<file path="src/rtl/uart_rx.sv">
// uart_rx: receives 8N1-style frames by sampling the synchronized line mid-bit, and pulses rx_valid once per good byte.
// Defining UART_RX_PARITY_EN adds an even-parity bit after the data bits and a parity_err output.
module uart_rx #(
    parameter int CLKS_PER_BIT = 16,
    parameter int DATA_BITS = 8,
    parameter int CNT_W = $clog2(CLKS_PER_BIT)
) (
    input  logic                 clk,
    input  logic                 reset,
    input  logic                 rx,
    output logic [DATA_BITS-1:0] rx_data,
    output logic                 rx_valid,
    output logic                 frame_err,
`ifdef UART_RX_PARITY_EN
    output logic                 parity_err,
`endif
    output logic                 busy
);
    localparam int IDX_W = $clog2(DATA_BITS + 1);
    localparam logic [CNT_W-1:0] LAST = CNT_W'(CLKS_PER_BIT - 1);
    localparam logic [CNT_W-1:0] MID = CNT_W'(CLKS_PER_BIT / 2 - 1);
    localparam logic [IDX_W-1:0] TOP = IDX_W'(DATA_BITS - 1);

    typedef enum logic [2:0] {IDLE, START, DATA, PARITY, STOP, BREAK} state_t;

    logic sync1, rxs;
    state_t state, state_n;
    logic [CNT_W-1:0] cnt, cnt_n;
    logic [IDX_W-1:0] idx, idx_n;
    logic [DATA_BITS-1:0] shreg, shreg_n, data_n;
    logic valid_n, ferr_n;
`ifdef UART_RX_PARITY_EN
    logic par_bad, par_bad_n, perr_n;
`endif

    assign busy = state != IDLE;

    always_ff @(posedge clk or posedge reset) begin
        if (reset) begin
            sync1     <= 1'b1;
            rxs       <= 1'b1;
            state     <= IDLE;
            cnt       <= '0;
            idx       <= '0;
            shreg     <= '0;
            rx_data   <= '0;
            rx_valid  <= 1'b0;
            frame_err <= 1'b0;
`ifdef UART_RX_PARITY_EN
            par_bad    <= 1'b0;
            parity_err <= 1'b0;
`endif
        end else begin
            sync1     <= rx;
            rxs       <= sync1;
            state     <= state_n;
            cnt       <= cnt_n;
            idx       <= idx_n;
            shreg     <= shreg_n;
            rx_data   <= data_n;
            rx_valid  <= valid_n;
            frame_err <= ferr_n;
`ifdef UART_RX_PARITY_EN
            par_bad    <= par_bad_n;
            parity_err <= perr_n;
`endif
        end
    end

    // Counter free-runs within a bit and is cleared at every sample and transition.
    always_comb begin
        state_n = state;
        cnt_n   = cnt + 1'b1;
        idx_n   = idx;
        shreg_n = shreg;
        data_n  = rx_data;
        valid_n = 1'b0;
        ferr_n  = 1'b0;
`ifdef UART_RX_PARITY_EN
        par_bad_n = par_bad;
        perr_n    = 1'b0;
`endif
        case (state)
            IDLE: begin
                cnt_n = '0;
                if (!rxs) state_n = START;
            end
            START: if (cnt == MID) begin
                cnt_n   = '0;
                idx_n   = '0;
                state_n = rxs ? IDLE : DATA;
            end
            DATA: if (cnt == LAST) begin
                cnt_n   = '0;
                shreg_n = {rxs, shreg[DATA_BITS-1:1]};
                idx_n   = idx + 1'b1;
`ifdef UART_RX_PARITY_EN
                if (idx == TOP) state_n = PARITY;
`else
                if (idx == TOP) state_n = STOP;
`endif
            end
`ifdef UART_RX_PARITY_EN
            PARITY: if (cnt == LAST) begin
                cnt_n     = '0;
                par_bad_n = rxs ^ (^shreg);
                state_n   = STOP;
            end
`endif
            STOP: if (cnt == LAST) begin
                cnt_n = '0;
                if (rxs) begin
                    data_n  = shreg;
                    valid_n = 1'b1;
`ifdef UART_RX_PARITY_EN
                    perr_n = par_bad;
`endif
                    state_n = IDLE;
                end else begin
                    ferr_n  = 1'b1;
                    state_n = BREAK;
                end
            end
            BREAK: begin
                cnt_n = '0;
                if (rxs) state_n = IDLE;
            end
            default: begin
                cnt_n   = '0;
                state_n = IDLE;
            end
        endcase
    end
endmodule

</file>
<file path="config.mk">
export PLATFORM = sky130hd
export DESIGN_NAME = uart_rx
export DESIGN_NICKNAME = d
export VERILOG_FILES = /design/src/rtl/uart_rx.sv
export SDC_FILE = /design/constraint.sdc
export NUM_CORES = 1
export LEC_CHECK = 0
export CORE_MARGIN = 2
export CORE_UTILIZATION = 47
export DETAILED_ROUTE_END_ITERATION = 16
export DONT_BUFFER_PORTS = 1
export PLACE_DENSITY = 0.69
export SLEW_MARGIN = 20
export SYNTH_ARGS = -nofsm -noshare
export SYNTH_HDL_FRONTEND = slang
export SYNTH_SLANG_ARGS = --single-unit
</file>
<file path="constraint.sdc">
create_clock -name clk -period 2 [get_ports clk]
set_input_delay 0.2 -clock clk [delete_from_list [all_inputs] [get_ports clk]]
set_output_delay 0.2 -clock clk [all_outputs]
set_load 0.02 [all_outputs]
</file>
# --- Word level (Yosys, flattened, before mapping) ---
# Cells that the tools add are included.
# W data, S select, Z words.
op_classes:
  n_addsub: 2
  n_eq_ne: 13
  mux: 21
  n_reduce_logical: 8
ops:
  columns: ["cell", "n"]
  rows:
  - ["$mux W3", 7]
  - ["$mux W4", 4]
  - ["$pmux W4 S2", 2]
  - ["$pmux W3 S5", 1]
  - ["$ne A2 B2 Y1 const B", 6]
  - ["$add A4 B1 Y4 const B", 2]
  - ["$eq A4 B3 Y1 const B", 2]
  - ["$eq A3 B3 Y1 const B", 2]
  - ["$mux W1", 6]
  - ["$reduce_and A3 Y1", 2]
  - ["$reduce_and A6 Y1", 1]
  - ["$eq A4 B4 Y1 const B", 1]
  - ["$eq A3 B1 Y1 const B", 1]
  - ["$eq A3 B2 Y1 const B", 1]
  - ["$logic_not A3 Y1", 1]
  - ["$reduce_bool A3 Y1", 1]
  - ["$mux W2", 1]
  - ["$reduce_and A2 Y1", 1]
  - ["$reduce_bool A2 Y1", 1]
  - ["$reduce_or A2 Y1", 1]
word_totals:
  ff_bits: 31
  inputBits: 3
  out_inout_bits: 11
  wordCells: 53

# --- Logic depth before layout (Yosys ltp) ---
# Gate-level depths: netlist of the first run.
depth:
  ltp_word: 4
  ltp_mapped: 4

# --- Worst setup path before layout of the first run ---
# No wires, ideal clock.
synth_path:
  kind: "reg2reg"
  start: "register cnt[0]"
  end: "register rx_data[0]"
  setup_time_ps: 125
  arrival_ps: 1367
  t_required_ps: 1875
  setup_slack_ps: 509
  stages_incl_launch_ff: 5
  cell_sequence: "dfrtp_1 -> ha_1 -> and3_1 -> nand4_4 -> mux2_2"
synth_via:
  elab_chain_cells: 2
synth_lines:
  columns: ["element", "line_no", "source"]
  rows:
  - ["from (decl)", "28", "logic [CNT_W-1:0] cnt, cnt_n;"]
  - ["from (signal assigned)", "57", "cnt <= cnt_n;"]
  - ["$eq A4 B4 Y1", "110", "STOP: if (cnt == LAST) begin"]
  - ["$reduce_and A3 Y1 (no line)", null, null]
  - ["to (signal assigned)", "60", "rx_data <= data_n;"]
  - ["to (decl)", "11", "output logic [DATA_BITS-1:0] rx_data,"]
# No other way between the ends.
# A chain may end at the register's enable or synchronous reset.

# --- Worst setup path in the final report of the first run ---
layout_path:
  start: "register state[0]"
  end: "register shreg[7]"
layout_via:
  elab_chain_cells: 2
layout_lines:
  columns: ["element", "line_no", "source"]
  rows:
  - ["from (decl)", "27", "state_t state, state_n;"]
  - ["from (signal assigned)", "56", "state <= state_n;"]
  - ["$eq A3 B2 Y1", "83", "case (state)"]
  - ["$reduce_and A2 Y1 (no line)", null, null]
  - ["to (signal assigned)", "59", "shreg <= shreg_n;"]
  - ["to (decl)", "30", "logic [DATA_BITS-1:0] shreg, shreg_n, data_n;"]
# No other way between the ends.

==> out/results.ini, run 1 <==
[grt]
gr-total-overflow=0
grt_max_degree=32
grt_pass1_vias=877
grt_antenna_before_repair=0
globalRouteTotalUtil_pct=15.4
grt_pass1_wl_mm=3.88

[synth]
async_flop_share_pct=100
synth_top_cell_area_share_pct=51.6
yosys.cell_count.top_type=dfrtp_1
syn-instance-count=113
synth_area_leaders=dfrtp_1 (52%), mux2_1 (6.4%), mux2_2 (6.4%)
yosys.area.top_type=dfrtp_1
synth_edf_count=0
synth-seq-cells=31
synth-warning-count=0
synth.distinct_cells=39
syn_area_per_cell_um2=12.5
netlist_area_um2=1410
synthTopCellsByCount=dfrtp_1 (29), mux2_1 (8), mux2_2 (8)
synth_ff_type=dfrtp_1
synth_nets=118
yosysSeqAreaShare_pct=55.3

[critical_path]
critPathKind=flip-flop to flip-flop
cp_max_fo=15
start_kind=flip-flop
crit_path_end_kind=flip-flop
required_ps=2200
arrival_ps=1900

[sta]
fmax_mhz=590
setup_viol=0
timing.final.crit_share_pct=84.7
fin_tns_setup_ps=0
drv_slew=0
maxSlewHeadroom_pct=70.4
period_minus_slack_ps=1690
skew_ps=6.27
rsz0062_at_grt=no
finalHoldViolations=0
worstMarginPinSlew_ps=445

[pwr]
power_density_nw_per_um2=992
finalPower_w=0.00155
ir_drop_mv=0.497
p_leak_nw=0.776

[routing]
wirelength_mm=2.22
drc_errors=0
ant_nets=0
initialDrtViolationCount=28
first_pass_iters=5
vias_per_cell=5.66
num_vias=866
wire_per_inst_um=14.5

[die]
io_pins=14
die_w_um=58.7
coreArea_um2=2810
num_rows=19
start_util_pct=50.2
die_area_um2=3450
die_h_um=58.7

[clock_tree]
ctsHtreeMaxLevel=2
cts_buffers=5
cts-root-buf=clkbuf_4
insertion_delay_ps=320
clk_path_buf_depth=2
cts-resized-gates=0
cts_setup_buffers=0
path_clk_slew_ps=90
cts_tree=done
clock-sinks=31

[place]
gp_congestion=0.766
io_buffers=0
dp_hpwl_mm=1.61

[finish]
fillers=245
syn2layout_area_growth_pct=10.7
drive_gt1_share_pct=23.8
antenna_cells=0
nets=126

[hold_path]
hold_path.class=flip-flop to flip-flop

[run]
drv_cap=0

[status]
status=finished, final reports clean

-- placed cells by master (no fill, tap or decap), types with 4 or more instances in the layout --
| cell | count |
|---|---|
| nor2_1 | 4 |
| a21oi_1 | 4 |
| dfrtp_1 | 29 |
| mux2_2 | 8 |
| clkbuf_4 | 5 |
| inv_1 | 6 |
| nor3_1 | 5 |
| mux2_1 | 8 |
| nand2_1 | 4 |
-- through the flow --
step | setup WS (ps) | hold slack [ps] | cell area (µm²) | utilization [%] | std cells
after detailed placement | 333 | 188 | 1450 | 51.7 | 143
after global placement | 347 | 186 | 1450 | 51.7 | 143
after CTS | 306 | 367 | 1560 | 55.5 | 153
final | 305 | 364 | 1560 | 55.5 | 153
after global routing | 249 | 373 | 1560 | 55.5 | 153
after floorplan | 509 | 204 | 1410 | - | 113
-- registers in the layout, summed over array words and instances, names as in the netlist --
signal / cells
cnt: 4
frame_err: 1
idx: 4
rx_data: 8
rx_valid: 1
rxs: 1
shreg: 8
state: 3
sync1: 1
-- path summary, 6_finish.rpt --
path / from / end / slack (ps) / cells after the start
setup / recovery: state[0] / shreg[7] / 310 / 3
hold / removal: sync1 / rxs / 360 / 0
setup reg to reg: state[0] / shreg[7] / 310 / 3
hold reg to reg: sync1 / rxs / 360 / 0
max in group asynchronous: reset / rxs / 1310 / 3
min in group asynchronous: reset / rx_data[6] / 380 / 3
-- power by group --
part	switching, W	internal, W	total (W)
Combinational	0.000148	0.000130	0.000278
Sequential	0.0000840	0.000680	0.000764
Clock	0.000208	0.000295	0.000504
Total	0.000440	0.00111	0.00155
-- layer usage --
metal,global-route usage (%),wire (µm)
met1,19.3,1090
met2,23.0,956
met3,6.15,132
met4,7.79,40
met5,0,0
-- logic make-up after synthesis --
logic type | synth area share, %
AOI/OAI and AO/OA | 8.71
buffers and inverters | 2.84
xor gates and xnor gates | 1.24
muxes | 13.5
and+or+nand+nor | 16.6
adders and majority gates | 1.78
DFF | 55.3
-- timing repair --
action                                 4_1_cts  5_1_grt
hold buffers                                 2        0
setup endpoints to repair                    0        0
endpoints found under the hold margin       30        0
-- critical path: stages, from the launching register on --
cell and delay, ps:
dfrtp_1 550, or3b_4 510, nor2_8 180, mux2_1 340
-- area by class of cell --
class	count	area, µm²	share of cell area, %
Inverter	6	22.5	1.45
Multi-Input combinational cell	72	589	37.8
Clock inverter	2	35.0	2.25
Tap cell	31	38.8	2.49
Sequential cell	31	778	50.0
Timing Repair Buffer	5	42.5	2.73
Clock buffer	6	51.3	3.29
No activity file was read; power rests on OpenSTA's default activity.
==> inputs of run 2 (changes only) <==
Clock period 2 ns to 1.7 ns, I/O delays scaled along.
==> run 2 against run 1 <==
Compared with the run above:
- clock power fell by 13%
- sequential share of layout area grew 0.32 points
- sequential power up 15%
- die area stayed put
- clock skew grew 8.0 ps
- combinational power rose by 29%
- largest cell class unchanged
- first-iteration DRC count shrank 25%
- sequential cell count did not move
- register-to-register slack worse by 200 ps
- maximum frequency is 6.0% higher
==> out/results.ini, run 2 (synthesis results as in run 1) <==
[status]
status=finished, final reports clean

[place]
io_buffers=0
dp_hpwl_mm=1.67
place_ws_ps=111
gp_congestion=0.798

[critical_path]
cp_slowest_cell=dfrtp_1
required_ps=1900
worstRegToRegCells=4
path_cells=ha_1 -> and3_2 -> nand4_4 -> mux2_2
r2r_setup_slack_ps=100
crit_path_end_kind=flip-flop
timing.rr.end=rx_data[6]
arrival_ps=1800
cp_max_fo=9
crit_family=simple AND/OR/NAND/NOR gates
rr_startpoint=cnt[0]
critPathKind=flip-flop to flip-flop
start_kind=flip-flop
max_stage_delay_ps=400
critPathBufInv=0

[grt]
grt_antenna_before_repair=0
grt_pass1_wl_mm=4.02
grt_max_degree=32
grt_use_met1_pct=19.9
gr-usage-met2_pct=24.1
grt.busiest_layer=met2
grt_pass1_vias=939
globalRouteTotalUtil_pct=15.8
gr-total-overflow=0
grt.met3_usage_pct=4.84

[die]
die_h_um=58.7
coreArea_um2=2810
die_w_um=58.7
num_rows=19
io_pins=14
start_util_pct=50.2
die_area_um2=3450

[clock_tree]
cts_setup_buffers=0
insertion_delay_ps=320
cts-root-buf=clkbuf_4
cts_tree=done
ctsHtreeMaxLevel=2
path_clk_slew_ps=100
clock-sinks=31
clk_path_buf_depth=2
cts_buffers=5

[sta]
period_minus_slack_ps=1600
rsz0062_at_grt=no
fin_tns_setup_ps=0
skew_ps=14.2
fmax_mhz=626
finalHoldViolations=0
setup_viol=0
timing.final.crit_share_pct=94.0
drv_slew=0
fin_ws_ps=101
worstMarginPinSlew_ps=518
maxSlewHeadroom_pct=65.4

[finish]
fillers=227
largestRegisters=rx_data: 8 flops, shreg: 8 flops
nets=128
drive_gt1_share_pct=25.0
layout_commonest_cell=dfrtp_1
antenna_cells=0
syn2layout_area_growth_pct=9.96
mostFrequentLayoutCells=dfrtp_1 (29), mux2_2 (8), mux2_1 (8)

[routing]
ant_nets=0
wirelength_mm=2.37
first_pass_iters=4
num_vias=925
vias_per_cell=5.97
initialDrtViolationCount=21
drc_errors=0
wire_per_inst_um=15.3

[run]
drv_cap=0

[pwr]
power_density_nw_per_um2=1080
ir_drop_mv=0.581
p_leak_nw=0.772

[hold_path]
hold_path.class=primary input to asynchronous set/reset pin

## run 2: cell count changes in the layout (fill, tap and decap cells not counted)
cell / change
and3_2: +1
bufinv_16: -1
and3_1: -1
clkbuf_1: +1
buf_4: +2
## run 2: worst max path at each step
stage                     startpoint    endpoint  slack [ps]  cells after the start
final                         cnt[0]  rx_data[6]         100                      4
after global routing          cnt[0]  rx_data[0]          30                      4
after CTS                     cnt[0]  rx_data[6]         100                      4
after detailed placement      cnt[0]  rx_data[2]         110                      4
after global placement        cnt[0]  rx_data[6]         140                      4
after floorplan               cnt[0]  rx_data[0]         210                      4
## run 2: what timing repair did
item                       CTS  global route
hold buffers                 2             0
setup endpoints to repair    0             2
hold endpoints to repair    30             0
gates resized for setup      0             1
## run 2: layout make-up
| type | instances | area, µm² | area share (%) |
|---|---|---|---|
| repair buffers | 7 | 57.6 | 3.72 |
| multi-input cells | 72 | 591 | 38.2 |
| clock inverters | 1 | 5.00 | 0.323 |
| clock buffers | 7 | 55.1 | 3.56 |
| inverters | 6 | 22.5 | 1.46 |
| well taps | 31 | 38.8 | 2.51 |
| flip-flops and latches | 31 | 778 | 50.3 |
## run 2: per-stage QoR
stage / area, µm² / instances / util, % / power (W) / hold WS [ps]
detailed placement: 1470 / 145 / 52.3 / 0.00124 / 160
CTS: 1550 / 155 / 55.1 / 0.00169 / 360
global placement: 1470 / 145 / 52.3 / 0.00123 / 156
global route: 1550 / 155 / 55.2 / 0.00176 / 369
finish: 1550 / 155 / 55.2 / 0.00167 / 358
floorplan: 1410 / 113 / - / 0.00116 / 174
## run 2: where the power goes
group	internal, W	total, W	switching (W)	leakage (nW)
registers	0.000801	0.000875	0.0000747	0.416
clock network	0.000200	0.000436	0.000235	0.0353
logic	0.000168	0.000360	0.000192	0.322
## run 2: worst min-delay path, cell delays in order
cell           delay [ps]
dlygate4sd3_1         530
inv_1                  50
buf_4                 340
## run 2: routing by layer
layer / vias to the layer above / share of wire (%)
li1: 434 / -
met1: 458 / 44
met2: 24 / 47
met3: 9 / 5.7
met4: 0 / 2.9
met5: - / 0
